**src/rtl/qlf_arith_pkg.sv**
```systemverilog
// Shared sizing helpers for the segmented carry-chain arithmetic blocks.
// A WIDTH-bit operation is cut into SEG_W-bit segments; the last one may be narrower.
package qlf_arith_pkg;

  localparam int MAX_SEG_W = 64;

  function automatic int num_seg(input int width, input int seg_w);
    return (width + seg_w - 1) / seg_w;
  endfunction

  function automatic int last_seg_w(input int width, input int seg_w);
    return width - (num_seg(width, seg_w) - 1) * seg_w;
  endfunction

endpackage

```
**src/rtl/qlf_seg_add_stage.sv**
```systemverilog
// One pipeline stage of the segmented adder: a SEG_W-bit carry-chain slice plus
// the valid/hold register and skew registers for the not-yet-processed operand bits.
module qlf_seg_add_stage #(
  parameter int SEG_W   = 8,
  parameter int LO_W    = 0,
  parameter int REM_W   = 24,
  parameter bit IS_LAST = 1'b0
) (
  input  logic                               C,
  input  logic                               R,
  input  logic                               i_load,
  input  logic                               i_v,
  input  logic                               i_cin,
  input  logic [SEG_W+REM_W-1:0]             i_a,
  input  logic [SEG_W+REM_W-1:0]             i_b,
  input  logic [(LO_W > 0 ? LO_W : 1)-1:0]   i_lo,
  output logic                               o_v,
  output logic                               o_c,
  output logic                               o_ovf,
  output logic [LO_W+SEG_W-1:0]              o_done,
  output logic [(REM_W > 0 ? REM_W : 1)-1:0] o_a,
  output logic [(REM_W > 0 ? REM_W : 1)-1:0] o_b
);

  localparam int REM_P = (REM_W > 0) ? REM_W : 1;

  logic [SEG_W:0]          w_sum;
  logic [SEG_W-1:0]        w_s;
  logic                    w_c;
  logic                    w_cmsb;
  logic [LO_W+SEG_W-1:0]   w_done;
  logic [REM_P-1:0]        w_a_rem;
  logic [REM_P-1:0]        w_b_rem;

  logic                    r_v;
  logic                    r_c;
  logic                    r_ovf;
  logic [LO_W+SEG_W-1:0]   r_done;
  logic [REM_P-1:0]        r_a;
  logic [REM_P-1:0]        r_b;

  // Plain '+' so the segment maps onto a single SEG_W-cell carry chain.
  assign w_sum  = {1'b0, i_a[SEG_W-1:0]} + {1'b0, i_b[SEG_W-1:0]} + {{SEG_W{1'b0}}, i_cin};
  assign w_s    = w_sum[SEG_W-1:0];
  assign w_c    = w_sum[SEG_W];
  // Carry into the segment MSB recovered from the sum bit, without a second adder.
  assign w_cmsb = i_a[SEG_W-1] ^ i_b[SEG_W-1] ^ w_s[SEG_W-1];

  if (LO_W > 0) begin : g_lo
    assign w_done = {w_s, i_lo};
  end else begin : g_no_lo
    logic w_lo_unused;
    assign w_lo_unused = ^i_lo;
    assign w_done      = w_s;
  end

  if (REM_W > 0) begin : g_rem
    assign w_a_rem = i_a[SEG_W+REM_W-1:SEG_W];
    assign w_b_rem = i_b[SEG_W+REM_W-1:SEG_W];
  end else begin : g_no_rem
    assign w_a_rem = '0;
    assign w_b_rem = '0;
  end

  always_ff @(posedge C) begin
    if (R) begin
      r_v    <= 1'b0;
      r_c    <= 1'b0;
      r_ovf  <= 1'b0;
      r_done <= '0;
      r_a    <= '0;
      r_b    <= '0;
    end else if (i_load) begin
      r_v <= i_v;
      if (i_v) begin
        r_c    <= w_c;
        r_done <= w_done;
        r_a    <= w_a_rem;
        r_b    <= w_b_rem;
        r_ovf  <= IS_LAST ? (w_c ^ w_cmsb) : 1'b0;
      end
    end
  end

  assign o_v    = r_v;
  assign o_c    = r_c;
  assign o_ovf  = r_ovf;
  assign o_done = r_done;
  assign o_a    = r_a;
  assign o_b    = r_b;

endmodule

```
**src/rtl/qlf_seg_pipe_adder.sv**
```systemverilog
// Wide add/subtract split into SEG_W-bit segments, one segment per pipeline stage,
// with registered inter-segment carries and a bubble-collapsing valid/ready chain.
module qlf_seg_pipe_adder
  import qlf_arith_pkg::*;
#(
  parameter int WIDTH = 32,
  parameter int SEG_W = 8
) (
  input  logic             C,
  input  logic             R,
  input  logic             in_valid,
  output logic             in_ready,
  input  logic [WIDTH-1:0] a,
  input  logic [WIDTH-1:0] b,
  input  logic             sub,
  output logic             out_valid,
  input  logic             out_ready,
  output logic [WIDTH-1:0] y,
  output logic             co,
  output logic             ovf
);

  localparam int NUM_SEG = num_seg(WIDTH, SEG_W);
  localparam int LAST_W  = last_seg_w(WIDTH, SEG_W);

  logic [WIDTH-1:0]   w_bb;
  logic [NUM_SEG-1:0] w_adv;
  logic [NUM_SEG-1:0] w_v;
  logic [NUM_SEG-1:0] w_c;
  logic [NUM_SEG-1:0] w_ovf;

  // Subtraction as a + ~b + 1: the +1 enters as the stage-0 carry.
  assign w_bb = sub ? ~b : b;

  // Valid/ready: a beat moves on an edge where valid & ready are both high; a
  // producer holding valid keeps its data stable until ready. Stage k may load
  // when it or any stage below it is empty, or the consumer is taking a result.
  always_comb begin
    for (int k = 0; k < NUM_SEG; k++) begin
      w_adv[k] = out_ready;
      for (int j = k; j < NUM_SEG; j++) begin
        if (!w_v[j]) w_adv[k] = 1'b1;
      end
    end
  end

  assign in_ready = w_adv[0];

  for (genvar k = 0; k < NUM_SEG; k++) begin : g_stage
    localparam int LO_W  = k * SEG_W;
    localparam int SEG_K = (k == NUM_SEG - 1) ? LAST_W : SEG_W;
    localparam int REM_W = WIDTH - LO_W - SEG_K;

    logic [SEG_K+REM_W-1:0]             w_a_in;
    logic [SEG_K+REM_W-1:0]             w_b_in;
    logic [(LO_W > 0 ? LO_W : 1)-1:0]   w_lo_in;
    logic                               w_v_in;
    logic                               w_cin;
    logic [LO_W+SEG_K-1:0]              w_done;
    logic [(REM_W > 0 ? REM_W : 1)-1:0] w_a_rem;
    logic [(REM_W > 0 ? REM_W : 1)-1:0] w_b_rem;

    if (k == 0) begin : g_first
      assign w_a_in  = a;
      assign w_b_in  = w_bb;
      assign w_lo_in = '0;
      assign w_v_in  = in_valid & w_adv[0];
      assign w_cin   = sub;
    end else begin : g_next
      assign w_a_in  = g_stage[k-1].w_a_rem;
      assign w_b_in  = g_stage[k-1].w_b_rem;
      assign w_lo_in = g_stage[k-1].w_done;
      assign w_v_in  = w_v[k-1];
      assign w_cin   = w_c[k-1];
    end

    qlf_seg_add_stage #(
      .SEG_W   (SEG_K),
      .LO_W    (LO_W),
      .REM_W   (REM_W),
      .IS_LAST (k == NUM_SEG - 1)
    ) u_stage (
      .C      (C),
      .R      (R),
      .i_load (w_adv[k]),
      .i_v    (w_v_in),
      .i_cin  (w_cin),
      .i_a    (w_a_in),
      .i_b    (w_b_in),
      .i_lo   (w_lo_in),
      .o_v    (w_v[k]),
      .o_c    (w_c[k]),
      .o_ovf  (w_ovf[k]),
      .o_done (w_done),
      .o_a    (w_a_rem),
      .o_b    (w_b_rem)
    );
  end

  assign out_valid = w_v[NUM_SEG-1];
  assign y         = g_stage[NUM_SEG-1].w_done;
  assign co        = w_c[NUM_SEG-1];
  assign ovf       = w_ovf[NUM_SEG-1];

  // The final stage has no remaining slices, and only its overflow flag is live.
  logic w_unused;
  assign w_unused = ^{g_stage[NUM_SEG-1].w_a_rem, g_stage[NUM_SEG-1].w_b_rem, w_ovf};

endmodule

```
**config.mk**
```make
export PLATFORM = sky130hd
export DESIGN_NAME = qlf_seg_pipe_adder
export DESIGN_NICKNAME = d
export VERILOG_FILES = /design/src/rtl/qlf_arith_pkg.sv /design/src/rtl/qlf_seg_add_stage.sv /design/src/rtl/qlf_seg_pipe_adder.sv
export SDC_FILE = /design/constraint.sdc
export NUM_CORES = 1
export LEC_CHECK = 0
export ABC_AREA = 0
export ABC_CLOCK_PERIOD_IN_PS = 3140
export CAP_MARGIN = 20
export CELL_PAD_IN_SITES_DETAIL_PLACEMENT = 0
export CELL_PAD_IN_SITES_GLOBAL_PLACEMENT = 1
export CORE_MARGIN = 1
export CORE_UTILIZATION = 40
export CTS_BUF_LIST = sky130_fd_sc_hd__clkbuf_16
export CTS_CLUSTER_DIAMETER = 50
export DETAILED_ROUTE_END_ITERATION = 10
export PLACE_DENSITY = 0.76
export REMOVE_ABC_BUFFERS = 1
export SLEW_MARGIN = 15
export SYNTH_ARGS = -nofsm -noshare
export SYNTH_HDL_FRONTEND = slang
export SYNTH_SLANG_ARGS = --single-unit
```
**constraint.sdc**
```tcl
create_clock -name C -period 3.14 [get_ports C]
set_input_delay 0.314 -clock C [delete_from_list [all_inputs] [get_ports C]]
set_output_delay 0.314 -clock C [all_outputs]
set_load 0.01 [all_outputs]
```
# Yosys cells after proc, flatten, opt, wreduce, memory -nomap -nowiden
# Cells that the tools add are included.
[op_classes] n_addsub=8 n_mux=11 reduce_logical=4 n_bitwise=5
[ops] op="adder 8 x 8 -> 9 bit" count=4
[ops] op="adder 9 x 1 -> 9 bit" count=4
[ops] op="two-way mux 32 bit" count=1
[ops] op="NOT 32 bit" count=1
[ops] op="two-way mux 1 bit" count=10
[ops] op="AND reduction 2 bit" count=4
[ops] op="XOR 1 bit" count=3
[ops] op="AND 1 bit" count=1
[word_totals] output_inout_bits=36 reg_bits=185 wordCells=47

# Longest topological paths before layout
[logic_depth] ltp_word=6 depth_mapped=10 depth_no_buf=8

# Modules after synthesis
# Synthesis repeated with hierarchy kept, for this count alone.
[hier_totals] cells_unflattened=995 hier_area_um2=8192.9
[by_module_without_submodules] module="qlf_seg_add_stage (g_stage[0].u_stage)" area_each_um2=2344.7 instances=1 cells_each=288 seq_area_each_um2=1161.1
[by_module_without_submodules] module="qlf_seg_add_stage (g_stage[1].u_stage)" area_each_um2=2083.2 instances=1 cells_each=254 seq_area_each_um2=1001.0
[by_module_without_submodules] module="qlf_seg_add_stage (g_stage[2].u_stage)" area_each_um2=1801.7 instances=1 cells_each=219 seq_area_each_um2=840.8
[by_module_without_submodules] module="qlf_seg_add_stage (g_stage[3].u_stage)" area_each_um2=1569.0 instances=1 cells_each=191 seq_area_each_um2=700.7
[by_module_without_submodules] module="qlf_seg_pipe_adder" area_each_um2=394.1 instances=1 cells_each=43 seq_area_each_um2=0.0

# Worst setup path before layout
# OpenSTA, ideal clock, no wires.
[synth_path] path_type="input to register" start="in sub" end="reg g_stage[0].u_stage.r_c" slack_ns=0.995 required_time_ns=3.054 stages=10 arrival_ns=2.059 cell_sequence="buf_2 > buf_2 > xor2_1 > inv_1 > fa_1 > nand2b_1 > a21oi_1 > o21a_1 > o21ai_0 > a211oi_1"
[synth_between] elab_chain_cells=3
[synth_rtl] item="start, declared" line_no="qlf_seg_pipe_adder.sv:15" text="input logic sub,"
[synth_rtl] item="two-way mux 32 bit" line_no="qlf_seg_pipe_adder.sv:33" text="assign w_bb = sub ? ~b : b;"
[synth_rtl] item="adder 8 x 8 -> 9 bit" line_no="qlf_seg_add_stage.sv:43" text="assign w_sum = {1'b0, i_a[SEG_W-1:0]} + {1'b0, i_b[SEG_W-1:0]} + {{SEG_W{1'b0}}, i_cin};"
[synth_rtl] item="adder 9 x 1 -> 9 bit (*)" line_no="qlf_seg_add_stage.sv:43"
[synth_rtl] item="end signal, assigned" line_no="qlf_seg_add_stage.sv:76" text="r_c <= w_c;"
[synth_rtl] item="end, declared" line_no="qlf_seg_add_stage.sv:36" text="logic r_c;"
# Mark *: on every way between the ends. The rest lies on a longest branch, timed or not.
# A chain may end at the register's enable or synchronous reset.

# Worst setup path after layout
[layout_path] start="reg g_stage[2].u_stage.r_b[0]" end="reg g_stage[3].u_stage.r_ovf"
[layout_between] elab_chain_cells=4
[layout_rtl] item="start, declared" line_no="qlf_seg_add_stage.sv:40" text="logic [REM_P-1:0] r_b;"
[layout_rtl] item="start signal, assigned" line_no="qlf_seg_add_stage.sv:79" text="r_b <= w_b_rem;"
[layout_rtl] item="adder 8 x 8 -> 9 bit (*)" line_no="qlf_seg_add_stage.sv:43"
[layout_rtl] item="adder 9 x 1 -> 9 bit (*)" line_no="qlf_seg_add_stage.sv:43"
[layout_rtl] item="XOR 1 bit" line_no="qlf_seg_add_stage.sv:47" text="assign w_cmsb = i_a[SEG_W-1] ^ i_b[SEG_W-1] ^ w_s[SEG_W-1];"
[layout_rtl] item="XOR 1 bit (*)" line_no="qlf_seg_add_stage.sv:80" text="r_ovf <= IS_LAST ? (w_c ^ w_cmsb) : 1'b0;"
[layout_rtl] item="end signal, assigned" line_no="qlf_seg_add_stage.sv:80"
[layout_rtl] item="end, declared" line_no="qlf_seg_add_stage.sv:37" text="logic r_ovf;"
# Marks and branches as above.

==> summary.md <==
| Metric | Value |
|---|---|
| Status | `finished, final reports clean` |
| Simple-Gate Fraction of Synth Area | `0.1976` |
| H-tree depth | `4` |
| Routed len/inst | `13.52 um` |
| Worst-skew pair later-pin latency | `0.42 ns` |
| Share of layout cells above drive strength 1 | `0.06427` |
| CTS Sinks | `185` |
| Vias in the first global route | `6116` |
| Multiplexer share of the synthesized area | `0.002502` |
| Core Box Area | `19530 um2` |
| Register bit total from synthesis | `185` |
| Final period util | `0.7379` |
| Cell Pwr Density | `526.4 nW/um2` |
| CTS tree | `yes` |
| Critical Path AT | `2.62 ns` |
| Final setup fails | `0` |
| Post-route ant nets | `0` |
| Drt first pass iters | `4` |
| Post-Synthesis Cells | `973` |
| DIE AREA | `20580 um2` |
| Rel. slew slack | `0.3924` |
| Ys flop type | `dfxtp_1` |
| Critical path peak fanout | `3` |
| Distinct cells, synth | `43` |
| Post-DP HPWL | `11840 um` |
| Via count | `6439` |
| Yosys Warn Count | `0` |
| Die Wd | `143.4 um` |
| Final wirelength | `17880 um` |
| DRC viols | `0` |
| Finished Layout Cells | `1323` |
| Antenna violations before repair | `0` |
| Main combinational cell family by area after synthesis | `simple AND/OR/NAND/NOR gates` |
| Post-Synth XOR/XNOR Area | `0.04487` |
| Placed insts | `1291` |
| Crit path kind | `reg2reg` |
| Leakage | `3.556 nW` |
| Setup Skew | `0.006025 ns` |
| Post-synthesis instance area | `8003 um2` |
| Post-CTS setup buffers | `0` |
| Mean post-synth cell area | `8.225 um2` |
| Io pins | `105` |
| RSZ-0062 raised after global routing | `false` |
| Slew Limit Fails | `0` |
| Min Hold Slack | `0.4251 ns` |
| First-pass GRT wire length | `29820 um` |
| EDFF count, synth | `0` |
| Post-CTS Resized | `0` |
| Synth Area in Adders | `0.06129` |
| Post-synthesis sequential area ratio | `0.4628` |
| Synth Area in Compound Gates | `0.1871` |
| Hold-fix buffers, CTS | `0` |
| Peak Freq | `431.6 MHz` |
| Max_cap viols | `0` |
| DRT iter0 DRCs | `291` |
| Clock-pin slew on the worst setup and hold paths | `0.06 ns` |
| FFs w/ async S/R, synth | `0` |
| Placement row count | `51` |
| Routability congestion estimate | `0.8040` |
| Root buf cell | `clkbuf_16` |
| Peak supply drop | `0.4390 mV` |
| Fin. Hold Viols | `0` |
| Worst setup EP type | `flop` |
| Req. time, crit path | `3.44 ns` |
| Largest net degree at the start of global routing | `96` |
| Worst-Margin Slew | `0.9114 ns` |
| Hold Crit Class | `in2reg` |
| CP startpoint kind | `flop` |
| Tmin final | `2.317 ns` |
| GRT overflow | `0` |
| Area Growth Syn to Fin | `22.76%` |
| Initial Util | `0.4098` |
| Die Y | `143.4 um` |
| TritonCTS Buffers | `17` |
| Nets@finish | `1149` |
| Port buffer count | `104` |
| CTS max path bufs | `2` |
| Via density | `4.867` |
| N_diodes | `0` |
| GRT Overall Usage | `0.1861` |
layer usage:
metal  up-vias  wire length [um]  global-route usage
met2       101              8326              0.3089
met3        22               417             0.02932
met1      2909              8861              0.2434
met4         0               279             0.06831
li1       3407                 -                   -
met5         -                 0                   0
layout make-up:
| cell class | count | area (um2) |
|---|---|---|
| fill | 1990 | 9702 |
| timing repair buffer | 119 | 1175 |
| multi-input combinational | 707 | 3964 |
| tap | 265 | 331.6 |
| inverter | 15 | 56.30 |
| clock inverter | 15 | 168.9 |
| clock buffer | 17 | 425.4 |
| sequential | 185 | 3704 |
metrics by stage:
stage	utilization	cell area [um2]	power (mW)	setup slack (ns)	setup TNS (ns)
floorplan	-	7709	2.818	-0.01864	-0.01864
global placement	0.4727	9230	3.065	0.7199	0
detailed placement	0.4727	9230	3.067	0.6860	0
CTS	0.5031	9824	5.236	0.8132	0
global route	0.5031	9824	5.407	0.6454	0
finish	0.5031	9824	5.171	0.8230	0
final timing paths:
| check | end | depth (start not counted) | start | slack, ns |
|---|---|---|---|---|
| setup / recovery | g_stage[3].u_stage.o_ovf$_SDFFE_PP0P_ | 7 | g_stage[2].u_stage.o_b[0]$_SDFFE_PP0P_ | 0.82 |
| hold reg to reg | g_stage[1].u_stage.o_b[14]$_SDFFE_PP0P_ | 2 | g_stage[0].u_stage.o_b[22]$_SDFFE_PP0P_ | 0.45 |
| hold / removal | g_stage[1].u_stage.o_done[0]$_SDFFE_PP0P_ | 2 | R | 0.43 |
| setup reg to reg | g_stage[3].u_stage.o_ovf$_SDFFE_PP0P_ | 7 | g_stage[2].u_stage.o_b[0]$_SDFFE_PP0P_ | 0.82 |
worst max-delay path, cell delays in order (launching register included):
cell and delay, ns:
dfxtp_1 0.33, fa_1 0.50, fa_1 0.50, a211oi_1 0.38
o211ai_1 0.16, nand2_1 0.13, xnor2_1 0.13, a21oi_1 0.08
kinds of logic (layout without fill, tap and decap cells):
logic type | after synthesis | count (layout)
simple gates | 386 | 386
compound gates | 243 | 243
flops | 185 | 185
buf+inv | 81 | 166
xor+xnor | 41 | 41
fa+ha+maj | 35 | 35
mux | 2 | 2
synthesized netlist by cell type (5+ instances only):
master	n	area, um2
nand2_1	286	1074
dfxtp_1	185	3704
a21oi_1	155	775.7
nor2_1	44	165.2
clkbuf_1	41	153.9
xnor2_1	30	262.8
ha_1	28	350.3
a211oi_2	20	250.2
o21ai_0	19	95.09
a211oi_1	16	120.1
inv_1	15	56.30
nor3_1	15	75.07
nand3_1	14	70.07
buf_2	13	65.06
xor2_1	11	96.34
buf_1	8	30.03
fa_1	7	140.1
nor2b_1	6	37.54
o211ai_1	6	45.04
o21a_1	6	45.04
a21o_1	5	37.54
o31ai_1	5	37.54
layout by cell type (no fill, tap or decap), types with 7 or more instances in the layout:
master and count:
clkbuf_16 17, nor2_1 44, nor3_1 15, buf_4 13, ha_1 28, inv_1 20, fa_1 7, clkdlybuf4s50_1 102
a21oi_1 155, dfxtp_1 185, a211oi_1 16, a211oi_2 20, xor2_1 11, nand2_1 285, o21ai_0 18, nand3_1 14
xnor2_1 30
power breakdown:
group / internal (mW) / switching (mW)
logic: 0.240 / 0.294
clock network: 1.31 / 0.853
registers: 2.43 / 0.0445
total: 3.98 / 1.19
flip-flops by register name (all words and copies together) (netlist names):
register	flops
g_stage.u_stage.o_done	80
g_stage.u_stage.o_a	48
g_stage.u_stage.o_c	4
g_stage.u_stage.o_b	48
g_stage.u_stage.o_ovf	1
g_stage.u_stage.o_v	4
(Power assumes the default switching activity.)
